**config.mk**
```make
export PLATFORM = sky130hd
export DESIGN_NAME = writeback_flat
export DESIGN_NICKNAME = d
export VERILOG_FILES = /design/src/rtl/riscv_pkg.sv /design/src/rtl/writeback_pkg.sv /design/src/rtl/writeback_if.sv /design/src/rtl/writeback_rr_arbiter.sv /design/src/rtl/writeback.sv /design/src/flat_wrapper.sv
export SDC_FILE = /design/constraint.sdc
export NUM_CORES = 1
export LEC_CHECK = 0
export ABC_AREA = 1
export CAP_MARGIN = 20
export CORE_ASPECT_RATIO = 1.1
export CORE_MARGIN = 3
export CORE_UTILIZATION = 45
export CTS_CLUSTER_DIAMETER = 30
export DETAILED_ROUTE_END_ITERATION = 7
export GPL_ROUTABILITY_DRIVEN = 0
export PLACE_DENSITY = 0.8
export SETUP_SLACK_MARGIN = 0.05
export SYNTH_ARGS = -nofsm -noshare
export SYNTH_HDL_FRONTEND = slang
export SYNTH_SLANG_ARGS = --single-unit
```
**constraint.sdc**
```tcl
create_clock -name clk -period 3 [get_ports clk]
set_input_delay 0.9 -clock clk [delete_from_list [all_inputs] [get_ports clk]]
set_output_delay 0.9 -clock clk [all_outputs]
set_load 0.005 [all_outputs]
```
**src/rtl/riscv_pkg.sv**
```systemverilog
// Shared RISC-V core types: machine width and the writeback payload beat.
package riscv_pkg;

  localparam int unsigned XLEN = 32;

  typedef struct packed {
    logic            we;
    logic [4:0]      rd;
    logic [XLEN-1:0] data;
  } wb_payload_t;

endpackage

```
**src/rtl/writeback_pkg.sv**
```systemverilog
// Writeback-local types: result-source identifiers and round-robin successor.
package writeback_pkg;

  typedef enum logic [1:0] {
    SRC_ALU = 2'd0,
    SRC_CSR = 2'd1,
    SRC_LSU = 2'd2
  } src_e;

  function automatic src_e next_src(input src_e s);
    case (s)
      SRC_ALU: next_src = SRC_CSR;
      SRC_CSR: next_src = SRC_LSU;
      default: next_src = SRC_ALU;
    endcase
  endfunction

endpackage

```
**src/rtl/writeback_if.sv**
```systemverilog
// AXI-stream style result channel carrying one wb_payload_t beat per handshake.
interface axis_if;
  import riscv_pkg::*;

  logic        tvalid;
  logic        tready;
  wb_payload_t tdata;

  modport m (output tvalid, output tdata, input tready);
  modport s (input tvalid, input tdata, output tready);
endinterface

```
**src/rtl/writeback_rr_arbiter.sv**
```systemverilog
// Three-way round-robin arbiter; pointer names the source with first priority.
module wb_rr_arbiter
  import writeback_pkg::*;
(
  input  logic       clk,
  input  logic       rst,
  input  logic       flush,
  input  logic [2:0] req,
  output logic [2:0] grant
);

  src_e ptr, ptr_next, scan, win;
  logic found;

  always_ff @(posedge clk) begin
    if (rst) ptr <= SRC_ALU;
    else     ptr <= ptr_next;
  end

  // Scan from the pointer in ALU -> CSR -> LSU order; first requester wins.
  always_comb begin
    grant = '0;
    found = 1'b0;
    scan  = ptr;
    win   = ptr;
    for (int unsigned i = 0; i < 3; i++) begin
      if (!found && req[scan]) begin
        grant[scan] = 1'b1;
        found       = 1'b1;
        win         = scan;
      end
      scan = next_src(scan);
    end
    ptr_next = (found && !flush) ? next_src(win) : ptr;
  end

endmodule

```
**src/rtl/writeback.sv**
```systemverilog
// Writeback stage: arbitrates ALU/CSR/LSU results into the register-file write port.
module writeback
  import riscv_pkg::*;
#(
  parameter int unsigned INSTRET_W = 64
) (
  input  logic                 clk,
  input  logic                 rst,
  axis_if.s                    aluwb_axis_if,
  axis_if.s                    csrwb_axis_if,
  axis_if.s                    lsuwb_axis_if,
  input  logic                 invalidate,
  output logic                 rf_we,
  output logic [4:0]           rf_waddr,
  output logic [XLEN-1:0]      rf_wdata,
  output logic [INSTRET_W-1:0] instret
);

  logic [2:0]  req, grant;
  logic        accept, beat_we;
  logic        out_valid, out_we;
  wb_payload_t beat;

  assign req = {lsuwb_axis_if.tvalid, csrwb_axis_if.tvalid, aluwb_axis_if.tvalid};

  wb_rr_arbiter u_arb (
    .clk   (clk),
    .rst   (rst),
    .flush (invalidate),
    .req   (req),
    .grant (grant)
  );

  // A flush drains every source at once; reset blocks all of them.
  assign aluwb_axis_if.tready = !rst && (invalidate || grant[0]);
  assign csrwb_axis_if.tready = !rst && (invalidate || grant[1]);
  assign lsuwb_axis_if.tready = !rst && (invalidate || grant[2]);

  always_comb begin
    beat = aluwb_axis_if.tdata;
    if (grant[1]) beat = csrwb_axis_if.tdata;
    if (grant[2]) beat = lsuwb_axis_if.tdata;
  end

  assign accept  = !rst && !invalidate && (grant != '0);
  assign beat_we = beat.we && (beat.rd != '0);

  always_ff @(posedge clk) begin
    if (rst) begin
      out_valid <= 1'b0;
      out_we    <= 1'b0;
      rf_waddr  <= '0;
      rf_wdata  <= '0;
      instret   <= '0;
    end else begin
      if (out_valid && !invalidate) instret <= instret + INSTRET_W'(1);
      if (invalidate) begin
        out_valid <= 1'b0;
        out_we    <= 1'b0;
      end else begin
        out_valid <= accept;
        out_we    <= accept && beat_we;
        // Address/data only move on a real write so they hold otherwise.
        if (accept && beat_we) begin
          rf_waddr <= beat.rd;
          rf_wdata <= beat.data;
        end
      end
    end
  end

  assign rf_we = out_we && !invalidate;

endmodule
```
**src/flat_wrapper.sv**
```systemverilog
// flat-port wrapper written by rule: the top's interface ports become plain ports
module writeback_flat import riscv_pkg::*;
#(
  parameter int unsigned INSTRET_W = 64
)
  (clk, rst, invalidate, rf_we, rf_waddr, rf_wdata, instret, aluwb_axis_if_tvalid, aluwb_axis_if_tdata, aluwb_axis_if_tready, csrwb_axis_if_tvalid, csrwb_axis_if_tdata, csrwb_axis_if_tready, lsuwb_axis_if_tvalid, lsuwb_axis_if_tdata, lsuwb_axis_if_tready);
  axis_if aluwb_axis_if_i ();
  axis_if csrwb_axis_if_i ();
  axis_if lsuwb_axis_if_i ();
  input  logic clk;
  input  logic rst;
  input  logic invalidate;
  output logic rf_we;
  output logic [4:0] rf_waddr;
  output logic [XLEN-1:0] rf_wdata;
  output logic [INSTRET_W-1:0] instret;
  input wire logic [$bits(aluwb_axis_if_i.tvalid)-1:0] aluwb_axis_if_tvalid;
  input wire logic [$bits(aluwb_axis_if_i.tdata)-1:0] aluwb_axis_if_tdata;
  output wire logic [$bits(aluwb_axis_if_i.tready)-1:0] aluwb_axis_if_tready;
  input wire logic [$bits(csrwb_axis_if_i.tvalid)-1:0] csrwb_axis_if_tvalid;
  input wire logic [$bits(csrwb_axis_if_i.tdata)-1:0] csrwb_axis_if_tdata;
  output wire logic [$bits(csrwb_axis_if_i.tready)-1:0] csrwb_axis_if_tready;
  input wire logic [$bits(lsuwb_axis_if_i.tvalid)-1:0] lsuwb_axis_if_tvalid;
  input wire logic [$bits(lsuwb_axis_if_i.tdata)-1:0] lsuwb_axis_if_tdata;
  output wire logic [$bits(lsuwb_axis_if_i.tready)-1:0] lsuwb_axis_if_tready;
  assign aluwb_axis_if_i.tvalid = aluwb_axis_if_tvalid;
  assign aluwb_axis_if_i.tdata = aluwb_axis_if_tdata;
  assign aluwb_axis_if_tready = aluwb_axis_if_i.tready;
  assign csrwb_axis_if_i.tvalid = csrwb_axis_if_tvalid;
  assign csrwb_axis_if_i.tdata = csrwb_axis_if_tdata;
  assign csrwb_axis_if_tready = csrwb_axis_if_i.tready;
  assign lsuwb_axis_if_i.tvalid = lsuwb_axis_if_tvalid;
  assign lsuwb_axis_if_i.tdata = lsuwb_axis_if_tdata;
  assign lsuwb_axis_if_tready = lsuwb_axis_if_i.tready;
  writeback #(.INSTRET_W(INSTRET_W)) u_core (.clk(clk), .rst(rst), .aluwb_axis_if(aluwb_axis_if_i), .csrwb_axis_if(csrwb_axis_if_i), .lsuwb_axis_if(lsuwb_axis_if_i), .invalidate(invalidate), .rf_we(rf_we), .rf_waddr(rf_waddr), .rf_wdata(rf_wdata), .instret(instret));
endmodule
```
Yosys cells after proc, flatten, opt, wreduce, memory -nomap -nowiden
Cells that the tools add are included.

Register bits after elaboration: 105. Output and inout port bits: 105. Bits of input ports: 120. Word-level logic and storage cells: 73.

$add $sub $neg: 1. Multiplexer cells: 25. Equality and inequality tests: 3. $lt $le $gt $ge: 6. Bitwise logic cells: 3. Reduce and logical (&&, ||, !) cells: 29.

Operators with widths (count): $mux 38 (2); $add 64x1->64 const B (1); $logic_and 1x1->1 (15); $pmux 2 s2 (3); $lt 2x3->1 const B (3); $mux 1 (9); $mux 3 (3); $bmux 1 s2 (3); $demux 1 s2 (3); $eq 2x1->1 const B (3); $ge 2x1->1 const B (3); $logic_not 2->1 (3); $or 3x3->3 (2); $reduce_bool 5->1 (1); $logic_not 1->1 (4); $mux 2 (2); $logic_or 1x1->1 (3); $reduce_bool 3->1 (1); $reduce_and 2->1 (1); $reduce_or 2->1 (1); $not 1->1 (1).

Logic depth before layout (Yosys ltp)
Depth in word-level cells: 16. Gate-level depth with buffers: 19. Gate-level depth less buffers: 16.

By module
A second synthesis with hierarchy kept.

Cells, all modules: 1015. Area, all modules: 6291.0 um^2.

By module, submodules not included: writeback (area an instance 5950.7 um^2, times used 1, cells an instance 961); wb_rr_arbiter (area an instance 340.3 um^2, times used 1, cells an instance 54).

Worst setup path before layout
No wires, ideal clock.

Path kind: input-to-output. Start: input port aluwb_axis_if_tvalid. End: output port csrwb_axis_if_tready. Path slack: 0.143 ns. Stages: 7. Arrival: 1.957 ns. Path buffers: 2. Required time: 2.100 ns. Path through: inv_1 > o2111ai_2 > nand2_1 > buf_2 > clkbuf_1 > o21ai_0 > inv_1.

Word-level cells in the longest chain between the ends: 11. Elaborated cells on any way between the ends: 19. Those cells by class: 11 x mux; 2 x bitwise; 6 x reduce/logical.

Ends and longest elaborated chain: start, declared (RTL line flat_wrapper.sv:17) `input wire logic [$bits(aluwb_axis_if_i.tvalid)-1:0] aluwb_axis_if_tvalid;`; $bmux 1 s2 (RTL line writeback_rr_arbiter.sv:27) `if (!found && req[scan]) begin`; $mux 1 (implied by the code) (RTL line writeback_rr_arbiter.sv:27); $mux 1 (RTL line writeback_rr_arbiter.sv:27); $logic_not 1->1 (RTL line writeback_rr_arbiter.sv:27); $logic_and 1x1->1 (RTL line writeback_rr_arbiter.sv:27); $mux 1 (RTL line writeback_rr_arbiter.sv:27); $logic_not 1->1 (RTL line writeback_rr_arbiter.sv:27); $logic_and 1x1->1 (RTL line writeback_rr_arbiter.sv:27); $mux 3 (*) (RTL line writeback_rr_arbiter.sv:27); $logic_or 1x1->1 (*) (RTL line writeback.sv:36) `assign csrwb_axis_if.tready = !rst && (invalidate || grant[1]);`; $logic_and 1x1->1 (*) (RTL line writeback.sv:36); end, declared (RTL line flat_wrapper.sv:22) `output wire logic [$bits(csrwb_axis_if_i.tready)-1:0] csrwb_axis_if_tready;`.

Every way passes the cells marked *; elsewhere a longest branch is shown, timed or not. The select of a mux whose other input is x is not followed.

Final worst setup path
Start: input port rst. End: output port csrwb_axis_if_tready.

Word-level cells in the longest chain between the ends: 2.

Ends and longest elaborated chain: start, declared (RTL line flat_wrapper.sv:11) `input logic rst;`; $logic_not 1->1 (RTL line writeback.sv:36); $logic_and 1x1->1 (RTL line writeback.sv:36).

No other way between the ends.

==> flow_metrics.py <==
metrics = {
    "status": {
        "status": "finished, final reports clean",
    },
    "routing": {
        "drt-total-wl_um": 20800,
        "via_per_inst": 5.25,
        "num_vias": 7165,
        "drtIter0Drc": 517,
        "wire_per_inst_um": 15.2,
        "post-route-drc-count": 0,
        "ant_nets": 0,
        "firstDrtPassIters": 5,
    },
    "timing": {
        "setup_viol": 0,
        "finalHoldViolCount": 0,
        "hold_slack_ns": 0.462,
        "slew_viol_final": 0,
        "rsz0062_at_grt": "yes",
        "worst_slack_ns": 0.0937,
        "post-route-min-period_ns": 2.91,
        "fmax_mhz": 344,
        "maxSlewHeadroom_pct": 57.7,
        "tightestPinTransition_ns": 0.634,
        "fin_crit_sh_pct": 96.9,
        "clock_skew_ns": 0.00785,
    },
    "yosys": {
        "synth_cell_types": 42,
        "synth_fp_nets": 1053,
        "ys_seq_area_share_pct": 34.4,
        "netlist_instances": 932,
        "yosys_register_bits": 105,
        "yosysWarnings": 0,
        "synth_area_mm2": 0.00611,
        "syn_avg_cell_area_um2": 6.55,
    },
    "die": {
        "initial_core_util_pct": 46.2,
        "io-pin-count": 225,
        "dieWidth_um": 117,
        "core_area_mm2": 0.0132,
        "die_h_um": 128,
        "rows": 44,
        "die_area_mm2": 0.0150,
    },
    "power": {
        "peakVddDrop_mv": 0.313,
        "power_density_mw_per_mm2": 561,
        "p_total_w": 0.00523,
        "p_leak_nw": 3.62,
    },
    "placement": {
        "io_buffers": 224,
        "pre_cts_slack_ns": -0.601,
        "placed_cell_area_mm2": 0.00893,
        "dp_cells": 1348,
        "dp_hpwl_um": 15900,
    },
    "grt": {
        "gr-total-overflow": 0,
        "antenna_found_initial": 1,
        "grt_pass1_wl_um": 31900,
        "first_global_vias": 6600,
        "grt_max_degree": 60,
        "grt.total_usage_pct": 26.3,
    },
    "layout": {
        "nets": 1319,
        "instances_no_fill": 1365,
        "syn_to_final_growth_pct": 52.7,
        "drive_gt1_share_pct": 13.7,
        "final_area_mm2": 0.00933,
    },
    "clock_network": {
        "htree_levels": 3,
        "cts_hold_buf": 0,
        "cts_buffer_depth": 2,
        "numCtsBuffers": 9,
        "clock-sinks": 105,
        "post_cts_buffers": 0,
        "clockRootBuffer": "clkbuf_16",
        "cts_tree": "done",
        "clk_transition_reported_paths_ns": 0.06,
        "insertion_delay_ns": 0.34,
    },
    "worst_setup_path": {
        "worstPathMaxFanout": 4,
        "endpoint_kind": "output pin",
        "rrSetupSlack_ns": 0.37,
        "path_cells": "clkdlybuf4s50_1 > clkinv_2 > o21ai_0 > inv_1 > dlygate4sd2_1",
        "cp_data_required_time_ns": 2.10,
        "path_class": "input pin to output pin",
        "cp_slowest_cell": "clkdlybuf4s50_1",
        "arrival_ns": 2.01,
        "critPathMaxStageDelay_ns": 0.56,
        "start_kind": "input pin",
    },
    "hold_path": {
        "hold_class": "flip-flop to flip-flop",
    },
    "run": {
        "drv_cap": 0,
    },
}
## worst max-delay path, delay by kind of cell
kind            cells  cell delay (ns)
buf+inv             4             1.02
compound gates      1             0.09
## placed cells by master, fill, tap and decap left out, drive strengths merged, types with 21 or more instances in the layout
cell type / instances
dfxtp: 105
nor2: 174
nand3: 104
nand3b: 33
o21ai: 21
a21oi: 26
buf: 73
clkdlybuf4s50: 216
nor3: 43
nand4: 21
nand2: 220
inv: 86
xor2: 24
## cell families (layout without fill, tap and decap cells)
group | after synthesis | in the layout | synth area share, %
AOI/OAI and AO/OA | 59 | 59 | 5.70
xor gates and xnor gates | 32 | 32 | 4.59
adders and majority gates | 1 | 1 | 0.205
buffers and inverters | 124 | 395 | 8.63
DFF | 105 | 105 | 34.4
other | 0 | 1 | 0
and+or+nand+nor | 611 | 611 | 46.5
## timing repair
item | CTS | global route
pin swaps | 2 | 11
resized for setup | 27 | 31
endpoints found under the setup margin | 46 | 56
## flip-flops by register name, indices dropped and copies added, names as in the netlist
register and count:
u_core.out_we 1, u_core.out_valid 1, u_core.instret 64, u_core.u_arb.ptr 2, u_core.rf_waddr 5, u_core.rf_wdata 32
## cells in the mapped netlist (all sizes together)
cell	instances	area (µm²)
o31ai	1	7.51
nor3	43	225
nand3b	33	248
clkbuf	20	75.1
a21oi	26	145
o21a	3	22.5
a31oi	4	25.0
xnor2	8	70.1
ha	1	12.5
or2	1	6.26
a211oi	1	7.51
nand3	104	538
nand4	21	131
inv	86	325
nand2	220	838
clkinv	1	3.75
nor3b	3	22.5
buf	17	123
o211ai	2	20.0
xor2	24	210
nor4	9	56.3
nor2	174	753
dfxtp	105	2100
o21ai	21	105
o2111ai	1	15.0
and3	3	18.8
## final cells by class
| type | count | area, µm² |
|---|---|---|
| clock buffers | 12 | 246 |
| fillers | 1114 | 3890 |
| flip-flops and latches | 105 | 2100 |
| diodes | 1 | 2.50 |
| multi-input cells | 703 | 3590 |
| inverters | 87 | 330 |
| clock inverters | 4 | 52.6 |
| well taps | 161 | 201 |
| repair buffers | 292 | 2800 |
## path summary, 6_finish.rpt
path                             from                    to  depth (start not counted)
hold reg to reg    u_core.rf_waddr[4]    u_core.rf_waddr[4]                          2
setup reg to reg  u_core.u_arb.ptr[1]   u_core.rf_wdata[10]                         18
hold / removal     u_core.rf_waddr[4]    u_core.rf_waddr[4]                          2
setup / recovery                  rst  csrwb_axis_if_tready                          5
## routing by layer
| metal | track usage [%] | vias to the layer above | share of wire, % |
|---|---|---|---|
| met5 | 0 | - | 0 |
| met4 | 9.11 | 0 | 2.9 |
| met3 | 3.92 | 43 | 5.9 |
| met2 | 46.5 | 259 | 50 |
| met1 | 32.2 | 3319 | 41 |
| li1 | - | 3544 | - |
## through the flow
step                      setup TNS [ns]  utilization [%]
after floorplan                        0                -
after global placement            -23.46             67.6
after detailed placement          -25.31             67.6
after CTS                              0             70.0
after global routing                   0             70.6
final                                  0             70.6
## report_power, final
group | internal [W] | switching [W]
registers | 0.00154 | 0.000114
logic | 0.00113 | 0.00126
clock network | 0.000673 | 0.000513
(Power assumes the default switching activity.)
